$ cat src/rtl/serial_adder_unit.sv
// Bit-serial WIDTH-bit adder: a single full-adder cell plus a carry flop,
// processing the operands LSB first, one bit per clock.
module serial_adder_unit #(
   parameter int WIDTH = 8
) (
   input  logic             clk,
   input  logic             rst,
   input  logic             start,
   input  logic [WIDTH-1:0] a,
   input  logic [WIDTH-1:0] b,
   input  logic             cin,
   output logic             busy,
   output logic             done,
   output logic [WIDTH-1:0] sum,
   output logic             cout,
   output logic             ovf
);
   localparam int CW = $clog2(WIDTH);
   localparam logic [CW-1:0] LAST = CW'(WIDTH - 1);

   typedef enum logic [1:0] {IDLE, SHIFT, DONE} state_t;

   state_t           state;
   logic [WIDTH-1:0] areg, breg, preg;
   logic [CW-1:0]    cnt;
   logic             c;
   logic             s, nc;

   // the one full-adder cell shared by every bit position
   always_comb begin
      s  = areg[0] ^ breg[0] ^ c;
      nc = (areg[0] & breg[0]) | (areg[0] & c) | (breg[0] & c);
   end

   always_ff @(posedge clk or posedge rst) begin
      if (rst) begin
         state <= IDLE;
         areg  <= '0;
         breg  <= '0;
         preg  <= '0;
         cnt   <= '0;
         c     <= 1'b0;
         busy  <= 1'b0;
         done  <= 1'b0;
         sum   <= '0;
         cout  <= 1'b0;
         ovf   <= 1'b0;
      end else begin
         case (state)
            IDLE: begin
               done <= 1'b0;
               busy <= 1'b0;
               if (start) begin
                  areg  <= a;
                  breg  <= b;
                  c     <= cin;
                  cnt   <= '0;
                  busy  <= 1'b1;
                  state <= SHIFT;
               end
            end
            SHIFT: begin
               preg <= {s, preg[WIDTH-1:1]};
               areg <= areg >> 1;
               breg <= breg >> 1;
               c    <= nc;
               if (cnt == LAST) begin
                  // c is still the carry into the MSB here, nc the carry out of it
                  sum   <= {s, preg[WIDTH-1:1]};
                  cout  <= nc;
                  ovf   <= c ^ nc;
                  busy  <= 1'b0;
                  done  <= 1'b1;
                  state <= DONE;
               end else begin
                  cnt <= cnt + CW'(1);
               end
            end
            DONE: begin
               done  <= 1'b0;
               state <= IDLE;
            end
            default: state <= IDLE;
         endcase
      end
   end
endmodule

$ cat config.mk
export PLATFORM = sky130hd
export DESIGN_NAME = serial_adder_unit
export DESIGN_NICKNAME = d
export VERILOG_FILES = /design/src/rtl/serial_adder_unit.sv
export SDC_FILE = /design/constraint.sdc
export NUM_CORES = 1
export LEC_CHECK = 0
export CAP_MARGIN = 30
export CORE_UTILIZATION = 40
export CTS_CLUSTER_SIZE = 28
export DETAILED_ROUTE_END_ITERATION = 6
export GPL_TIMING_DRIVEN = 0
export PLACE_DENSITY = 0.72
export SKIP_CTS_REPAIR_TIMING = 1
export SLEW_MARGIN = 20
export SYNTH_ARGS = -nofsm -noshare
export SYNTH_HDL_FRONTEND = slang
export SYNTH_SLANG_ARGS = --single-unit
$ cat constraint.sdc
create_clock -name clk -period 1.8 [get_ports clk]
set_input_delay 0.36 -clock clk [delete_from_list [all_inputs] [get_ports clk]]
set_output_delay 0.36 -clock clk [all_outputs]
set_load 0.01 [all_outputs]
==> qor.tcl <==
set qor(detailed_route_vias_per_instance) 5.14
set qor(hold_path.class) {in2async}
set qor(run_status) {complete, but fails checks}
set qor(worst-r2r-setup-slack_ns) 0.20
set qor(rr_startpoint) {cnt[0]}
set qor(synth-seq-area-share) 0.535
set qor(drt-initial-drc-count) 41
set qor(worst_setup_path_end_kind) {flip-flop}
set qor(post-dp-hpwl_um) 2380
set qor(core_area_sq_mm) 0.00447
set qor(worst_ep_arrival_time_ns) 1.79
set qor(setup-tns-final_ns) 0
set qor(standard_cell_with_the_maximum_stage_delay_on_the_critical_path) {dfrtp_1}
set qor(cts-root-to-sink-buffers) 2
set qor(clkTransAtPathRegs_ns) 0.08
set qor(routedWlPerCell_um) 13.5
set qor(multi_input_comb_area_sq_um) 759
set qor(totalWireLength_um) 3330
set qor(start_util) 0.428
set qor(finalCriticalPeriod_ns) 1.60
set qor(irDropWorstVdd_mv) 0.835
set qor(dr.pass1.iters) 6
set qor(yosysTopAreaCell) {dfrtp_1}
set qor(tritoncts_clock_tree) {yes}
set qor(grt_setup_unrepaired) {false}
set qor(timing.critical_path.max_delay_family) {adder cells}
set qor(yosysUniqueCellTypes) 30
set qor(min_period_over_period) 0.889
set qor(port_buffers) 31
set qor(worstPathRequired_ns) 1.99
set qor(globalRouteOverflowTotal) 0
set qor(pin_count) 32
set qor(place_congestion) 0.762
set qor(leakagePower_uw) 0.00111
set qor(via_count_of_the_first_global_routing_pass) 1268
set qor(drive_gt1_frac) 0.210
set qor(layout_common_cells) {dfrtp_1, clkdlybuf4s50_1, nor2_1, inv_1}
set qor(cts_sinks) 41
set qor(worst-r2r-cell-count) 5
set qor(nNetsFinal) 218
set qor(yosys_register_bits) 41
set qor(power.density_cell_area_mw_per_mm2) 1700
set qor(synth_top_cells_by_area) {dfrtp_1, mux2_2, mux2_4}
set qor(worst_clock_skew_ns) 0.00795
set qor(count_of_fill_cells_added_during_filler_insertion) 382
set qor(critical_path_peak_fanout) 10
set qor(cts_root_buffer) {clkbuf_8}
set qor(crit_chain) {ha_1, ha_1, nand3b_4, buf_6, mux2_4}
set qor(tightest_slew_ns) 0.463
set qor(maxCapViolations) 0
set qor(fp.dieArea_sq_mm) 0.00507
set qor(die_h_um) 71.2
set qor(report.final.setup_viol) 0
set qor(violated_checks) {DRC}
set qor(finalHoldViolations) 0
set qor(synthDominantCellAreaShare) 0.535
set qor(diodes) 0
set qor(p_total_uw) 4110
set qor(clock_insertion_delay_at_the_later_pin_of_the_skew_report_ns) 0.30
set qor(post-route-drc-count) 4
set qor(via_count) 1269
set qor(cts_inserted_buffers) 5
set qor(worst-path-buf-inv) 1
set qor(detail-route-antenna-nets) 0
set qor(die_span_x_um) 71.2
set qor(clock_tree.htree_level_count) 2
set qor(layout-area-overhead-vs-synth_pct) 26.4
set qor(synthesis.area_sq_mm) 0.00192
set qor(synthesis.instances) 156
set qor(floorplan.rows) 24
set qor(antenna_found_initial) 0
set qor(synthesis.yosys.warnings) 0
set qor(final_common_cell) {dfrtp_1}
set qor(ff_latch_area_sq_mm) 0.00103
set qor(timing.fmax_mhz) 625
set qor(wire_length_of_the_first_global_routing_pass_um) 5800
set qor(critPathLaunchType) {flip-flop}
set qor(post_synth.cell_area_avg_sq_um) 12.3
set qor(slew_violations) 0
set qor(worstSetupPathType) {reg2reg}
set qor(syn-num-nets) 179
set qor(critPathMaxStageDelay_ns) 0.40
set qor(cpMostUsedCell) {ha_1}
set qor(reg2reg_to) {sum[4]}
set qor(total_routing_resource_utilization_after_global_routing) 0.151
set qor(slew_headroom) 0.691
set qor(grt_max_degree) 23
## how the worst max path moves through the flow
stage                     startpoint  endpoint  slack (ns)  cells after the start
after detailed placement       start   breg[6]        0.07                      4
after global routing          cnt[0]    sum[3]        0.13                      5
final                         cnt[0]    sum[4]        0.20                      5
after floorplan               cnt[0]      cout        0.30                      5
after CTS                     cnt[0]    sum[4]        0.19                      5
after global placement           rst      busy       -0.35                      2
## report_power, final
| part | internal, uW | total, uW | switching [uW] |
|---|---|---|---|
| combinational | 1060 | 1770 | 706 |
| sequential | 1370 | 1630 | 261 |
| clock | 403 | 712 | 309 |
## registers in the layout, indices dropped and copies added, names as in the netlist, 2 cells and up
name and count:
cnt 3, state 2, breg 8, areg 8
sum 8, preg 7
## cell type report
class | instances | area share
Buffer | 10 | 0.0356
Clock buffer | 5 | 0.0284
Clock inverter | 2 | 0.0145
Inverter | 12 | 0.0186
Multi-Input combinational cell | 93 | 0.313
Sequential cell | 41 | 0.423
Tap cell | 52 | 0.0268
Timing Repair Buffer | 32 | 0.139
## synthesized netlist by cell type
master and count:
xnor2_1 1, nor2b_1 1, o21a_1 10, a32oi_1 9, nor2_1 21, nor2_2 1
inv_1 12, nand3b_4 1, a211oi_2 1, dfrtp_1 41, a22o_1 7, nand3b_1 1
a21oi_1 1, nor3_1 5, o221a_2 1, o21bai_2 1, nand2b_1 3, buf_6 6
mux2_4 7, and2b_1 1, buf_2 3, nand2_1 1, o21ba_4 1, a211oi_1 4
fa_1 1, clkbuf_1 1, a21o_1 1, mux2_2 10, o21ai_0 1, ha_1 2
## stage by stage
stage / util / cell area, sq um / hold WS, ns / cells / setup WS (ns)
after floorplan: - / 1920 / 0.464 / 156 / 0.299
after global placement: 0.512 / 2290 / 0.468 / 239 / -0.352
after detailed placement: 0.518 / 2320 / 0.468 / 240 / 0.0701
after CTS: 0.542 / 2420 / 0.402 / 247 / 0.190
after global routing: 0.542 / 2420 / 0.434 / 247 / 0.132
final: 0.542 / 2420 / 0.391 / 247 / 0.200
## kinds of logic after synthesis
logic type | share of synthesized area
AO/OA/AOI/OAI | 0.164
XOR/XNOR | 0.00457
multiplexers | 0.114
flip-flops | 0.535
buffers and inverters | 0.0685
adder cells (fa/ha/maj) | 0.0235
AND/OR/NAND/NOR | 0.0907
## per-layer routing
| layer | wire length (um) | vias to the layer above | GRT usage |
|---|---|---|---|
| met5 | 0 | - | 0 |
| met4 | 57 | 0 | 0.0733 |
| met3 | 160 | 5 | 0.0352 |
| met2 | 1460 | 39 | 0.221 |
| met1 | 1650 | 600 | 0.211 |
| li1 | - | 625 | - |
No activity file was read; power rests on OpenSTA's default activity.
==> patch 1: new RTL, same settings <==
Set the parameter `WIDTH` to 16 (it was 8).
--- a/src/rtl/serial_adder_unit.sv
+++ b/src/rtl/serial_adder_unit.sv
@@ -2,5 +2,5 @@
 // processing the operands LSB first, one bit per clock.
 module serial_adder_unit #(
-   parameter int WIDTH = 8
+   parameter int WIDTH = 16
 ) (
    input  logic             clk,
Interface: changed (resized a, b and sum); port bits go from 32 to 56. The function was not compared with the original's and may differ.
==> patch 1 against the original RTL <==
Clock skew increased by 0.0025 ns. Global-route usage is 0.34 points higher. Sequential cell count is 33 higher. Critical path depth decreased by 4. Via count up 70%. Worst setup slack got worse by 0.019 ns. Area after synthesis rose by 64%. Routed wire length is 71% higher. Cell area up 68%. Combinational power increased by 37%. Synthesized cell count up 76%. Register-to-register slack about the same. Power rose by 61%.
==> patch 1: results (changes against the original RTL) <==
largest net degree at the start of global routing 34 (was 23); DR pass1 iterations 4 (was 6); Worst Max-Slew Pin Slew 0.4206 ns (was 0.4628 ns); CTS clk-pin slew, worst paths 0.09 ns; Cell Count, Final, Fillers Out 446 (was 247); first-pass GRT wire length 9949 µm (was 5802 µm); count of cell types in the netlist 34 (was 30); Port Buffers 55 (was 31); biggest registers after layout areg x16, breg x16, sum x16 (was areg x8, breg x8, sum x8); total net switching power 2.244 mW (was 1.276 mW); Vias/cell 4.825 (was 5.138); Clock H-tree levels 3 (was 2); sequential share of the synthesized area 0.5878 (was 0.5352); Async SR Flop Fraction 1.000 (unchanged); Crit path largest cell delay 0.54 ns (was 0.40 ns); maximum buffer depth of the clock tree 2 (unchanged); WP data arrival 1.26 ns (was 1.79 ns); layout cell share with drive strength beyond 1 0.1412 (was 0.2103); YS warnings 0 (unchanged); initial antenna violation count 0 (unchanged); dpl cells 430 (was 240); filler instances 667 (was 382); reg-to-reg slack, setup 0.20 ns (about the same); leakage 1.974 nW (was 1.108 nW); worst skew pair latency 0.35 ns (was 0.30 ns); gr usage total 0.1539 (was 0.1506); Num CTS Buffers 9 (was 5); Worst Skew 0.01048 ns (was 0.007947 ns); routability-driven placement congestion ratio 0.7069 (was 0.7615); Slowest cell on crit path clkdlybuf4s50_1 (was dfrtp_1); ANT cells 0 (unchanged); drt initial violations 129 (was 41); WHS 0.3346 ns (was 0.3909 ns); Post-Synthesis Cells 274 (was 156); synth cell count leaders 77 x nand2_1, 74 x dfrtp_1, 32 x mux2i_1 (was 41 x dfrtp_1, 21 x nor2_1, 12 x inv_1); maximum VDD drop 587.5 µV (was 834.6 µV); vias in the first global route 2178 (was 1268); ys flop type dfrtp_1 (unchanged); DP HPWL 3984 µm (was 2377 µm); Nets 380 (was 218); Worst path top cell family by delay buffers and inverters (was adder cells); status complete, no violations (was complete, but fails checks); synth top area cells dfrtp_1 59%, mux2i_1 10%, nand2_1 9.2% (was dfrtp_1 54%, mux2_2 5.9%, mux2_4 5.5%); min-delay worst type in -> async (unchanged); R2R cell count 5 (unchanged); worst-path fanout max 2 (was 10); syn nets 312 (was 179); drt total wl 5672 µm (was 3326 µm); CTS root buf clkbuf_8 (unchanged)
-- patch 1: cell types whose count changed after synthesis, moves of 5 or more --
cell and change:
nand2_1 +76, a22o_1 -5, a32oi_1 -9, dfrtp_1 +33, o21a_1 -9, mux2i_1 +32
mux2_4 -7, o21ai_1 +20, inv_1 -9, nor2_1 -20, o21ai_0 +9
-- patch 1: area by class of cell --
cell class	instances	area, µm²	share of cell area
Sequential cell	74	1852	0.4543
Tap cell	99	123.9	0.03039
Clock buffer	9	123.9	0.03039
Timing Repair Buffer	57	590.6	0.1449
Multi-Input combinational cell	181	1162	0.2851
Clock inverter	7	83.83	0.02056
Inverter	3	15.01	0.003683
Buffer	16	125.1	0.03069
-- patch 1: stage by stage --
step | setup WS (ns) | power [mW] | utilization | instance area [µm²]
2_1_floorplan | 0.3376 | 4.469 | - | 3154
3_3_place_gp | -0.2682 | 5.265 | 0.5141 | 3829
3_5_place_dp | -0.06180 | 5.373 | 0.5195 | 3869
4_1_cts | 0.1485 | 6.732 | 0.5474 | 4076
5_1_grt | 0.07231 | 7.137 | 0.5474 | 4076
6_report | 0.1807 | 6.630 | 0.5474 | 4076
-- patch 1: logic make-up (layout without fill, tap and decap cells) --
family                     after synthesis  count (layout)  share of synthesized area
AOI/OAI and AO/OA                       40              40                    0.07705
and+or+nand+nor                         87              87                     0.1100
DFF                                     74              74                     0.5878
muxes                                   50              50                     0.1660
xor gates and xnor gates                 2               2                   0.005561
adders and majority gates                2               2                    0.01033
buffers and inverters                   19              92                    0.04329
-- patch 1: power by group through the flow --
stage | Clock [mW] | Sequential [mW] | Combinational (mW)
after floorplan | 0 | 2.90 | 1.57
after global placement | 0 | 2.89 | 2.38
after detailed placement | 0 | 2.91 | 2.46
after CTS | 1.39 | 2.88 | 2.47
after global routing | 1.46 | 2.98 | 2.70
final | 1.34 | 2.87 | 2.42
-- patch 1: metal layers --
layer,wire length [µm],GRT usage
met1,2717,0.1988
met2,2588,0.2361
met3,255,0.04545
met4,111,0.07392
met5,0,0
-- patch 1: worst paths after layout --
| path | start | end |
|---|---|---|
| max | sum[1] | sum[1] |
| min | rst | breg[13] |
| max reg2reg | cnt[0] | sum[1] |
| min reg2reg | preg[1] | preg[1] |
| max in group asynchronous | rst | breg[1] |
| min in group clk | preg[1] | preg[1] |
==> patch 2: new RTL, same flow settings <==
Without the edit above. Put one more register stage on the output `ovf`, with the module's reset. The value now appears one clock later. The other outputs are not delayed to match.
--- a/src/rtl/serial_adder_unit.sv
+++ b/src/rtl/serial_adder_unit.sv
@@ -20,4 +20,6 @@
 
    typedef enum logic [1:0] {IDLE, SHIFT, DONE} state_t;
+
+   logic ovf_s0;
 
    state_t           state;
@@ -45,5 +47,5 @@
          sum   <= '0;
          cout  <= 1'b0;
-         ovf   <= 1'b0;
+         ovf_s0 <= 1'b0;
       end else begin
          case (state)
@@ -69,5 +71,5 @@
                   sum   <= {s, preg[WIDTH-1:1]};
                   cout  <= nc;
-                  ovf   <= c ^ nc;
+                  ovf_s0 <= c ^ nc;
                   busy  <= 1'b0;
                   done  <= 1'b1;
@@ -85,4 +87,12 @@
       end
    end
+   always_ff @(posedge clk or posedge rst) begin
+      if (rst) begin
+         ovf <= '0;
+      end else begin
+         ovf <= ovf_s0;
+      end
+   end
+
 endmodule
 
Behaviour: not the same (Yosys sat finds a counterexample within 10 cycles, from zero or initial values and one cycle with rst high).
==> patch 2 against the original RTL <==
Via count increased by 1.5%. Clock skew about the same. Cell area increased by 1.1%. Die area increased by 1.3%. Clock power increased by 6.2%. Power increased by 2.3%. Area after synthesis increased by 1.3%. Sequential cell count increased by 1. Non-clock buffer count unchanged. Synthesized cell count increased by 0.64%. Worst setup slack got worse by 0.020 ns. Hold slack got worse by 0.076 ns. Routed wire length increased by 5.0%. Highest routed layer unchanged.
==> patch 2: results (changes against the original RTL) <==
sequential share of the synthesized area 0.5412 (was 0.5352); layout cell share with drive strength beyond 1 0.2092 (was 0.2103); met3 global-route usage 0.05063 (was 0.03516); worst skew pair latency 0.30 ns (about the same); dpl cells 241 (was 240); syn nets 180 (was 179); Worst Skew 0.008081 ns (was 0.007947 ns); Vias/cell 5.194 (was 5.138); Slowest cell on crit path dfrtp_1 (unchanged); DR pass1 iterations 4 (was 6); largest net degree at the start of global routing 31 (was 23); drt initial violations 62 (was 41); Mapped Avg Cell Area 12.37 µm² (was 12.29 µm²); routability-driven placement congestion ratio 0.7468 (was 0.7615); synth cell count leaders 42 x dfrtp_1, 21 x nor2_1, 12 x inv_1 (was 41 x dfrtp_1, 21 x nor2_1, 12 x inv_1); R2R cell count 5 (unchanged); worst-path fanout max 10 (unchanged); GR Util met2 0.2348 (was 0.2212); maximum VDD drop 811.6 µV (was 834.6 µV); DP HPWL 2416 µm (was 2377 µm); WHS 0.3148 ns (was 0.3909 ns); synth top area cells dfrtp_1 54%, mux2_2 5.8%, mux2_4 5.4% (was dfrtp_1 54%, mux2_2 5.9%, mux2_4 5.5%); Crit path largest cell delay 0.41 ns; YS warnings 0 (unchanged); maximum buffer depth of the clock tree 2 (unchanged); Nets 219 (was 218); initial antenna violation count 0 (unchanged); count of cell types in the netlist 30 (unchanged); Cell Count, Final, Fillers Out 248 (was 247); CTS root buf clkbuf_8 (unchanged); Port Buffers 31 (unchanged); DR WL/cell 14.08 µm (was 13.47 µm); Clock H-tree levels 2 (unchanged); first-pass GRT wire length 6065 µm (was 5802 µm); ANT cells 0 (unchanged); Crit. Startpoint cnt[0] (unchanged); R2R Path End sum[5] (was sum[4]); met1 usage 0.2106 (was 0.2110); Num CTS Buffers 5 (unchanged); Worst Max-Slew Pin Slew 0.4422 ns (was 0.4628 ns); final period utilization 0.9001 (was 0.8889); CTS clk-pin slew, worst paths 0.08 ns (about the same); min-delay worst type in -> async (unchanged); CP Class reg -> reg (unchanged); pre-CTS setup slack 0.07431 ns (was 0.07013 ns); status complete, no violations (was complete, but fails checks); WP data arrival 1.80 ns; Async SR Flop Fraction 1.000 (unchanged); vias in the first global route 1298 (was 1268); leakage 1.121 nW (was 1.108 nW); biggest registers after layout areg x8, breg x8, sum x8 (unchanged); gr usage total 0.1542 (was 0.1506)
==> patch 2: cell types whose count changed after synthesis, sizes merged <==
cell   change
dfrtp      +1
==> patch 2: layer usage <==
layer	vias up	wire (µm)
li1	625	-
met1	605	1657
met2	50	1575
met3	8	214
met4	0	45
met5	-	0
==> patch 2: where the power goes <==
part / total (mW) / internal (mW) / switching (mW)
registers: 1.66 / 1.40 / 0.265
clock network: 0.756 / 0.444 / 0.312
logic: 1.78 / 1.06 / 0.722
total: 4.21 / 2.91 / 1.30
==> patch 2: stage by stage <==
| stage | cell area [µm²] | power (mW) |
|---|---|---|
| 6_report | 2450 | 4.206 |
| 5_1_grt | 2450 | 4.497 |
| 4_1_cts | 2450 | 4.240 |
| 3_5_place_dp | 2337 | 3.486 |
| 3_3_place_gp | 2317 | 3.405 |
| 2_1_floorplan | 1942 | 2.898 |
==> patch 2: critical path, delay by kind of cell, from the launching register on <==
kind	cells	cell delay, ns
fa+ha+maj	2	0.48
flops	1	0.41
mux	1	0.31
buf+inv	1	0.17
simple gates	1	0.13
==> patch 2: cell type report <==
cell class                 instances  area (µm²)
multi-input combinational         93       759.5
timing repair buffer              32       330.3
inverter                          12       45.04
fill                             397        2054
clock buffer                       6       82.58
tap                               52       65.06
clock inverter                     1       30.03
buffer                            10       86.33
sequential                        42        1051
==> patch 2: cell families (layout without fill, tap and decap cells) <==
| group | count (synthesis) | after routing | share of synthesized area |
|---|---|---|---|
| muxes | 17 | 17 | 0.1121 |
| DFF | 42 | 42 | 0.5412 |
| and+or+nand+nor | 35 | 35 | 0.08957 |
| xor gates and xnor gates | 1 | 1 | 0.004511 |
| adders and majority gates | 3 | 3 | 0.02319 |
| buffers and inverters | 22 | 61 | 0.06765 |
| AOI/OAI and AO/OA | 37 | 37 | 0.1617 |
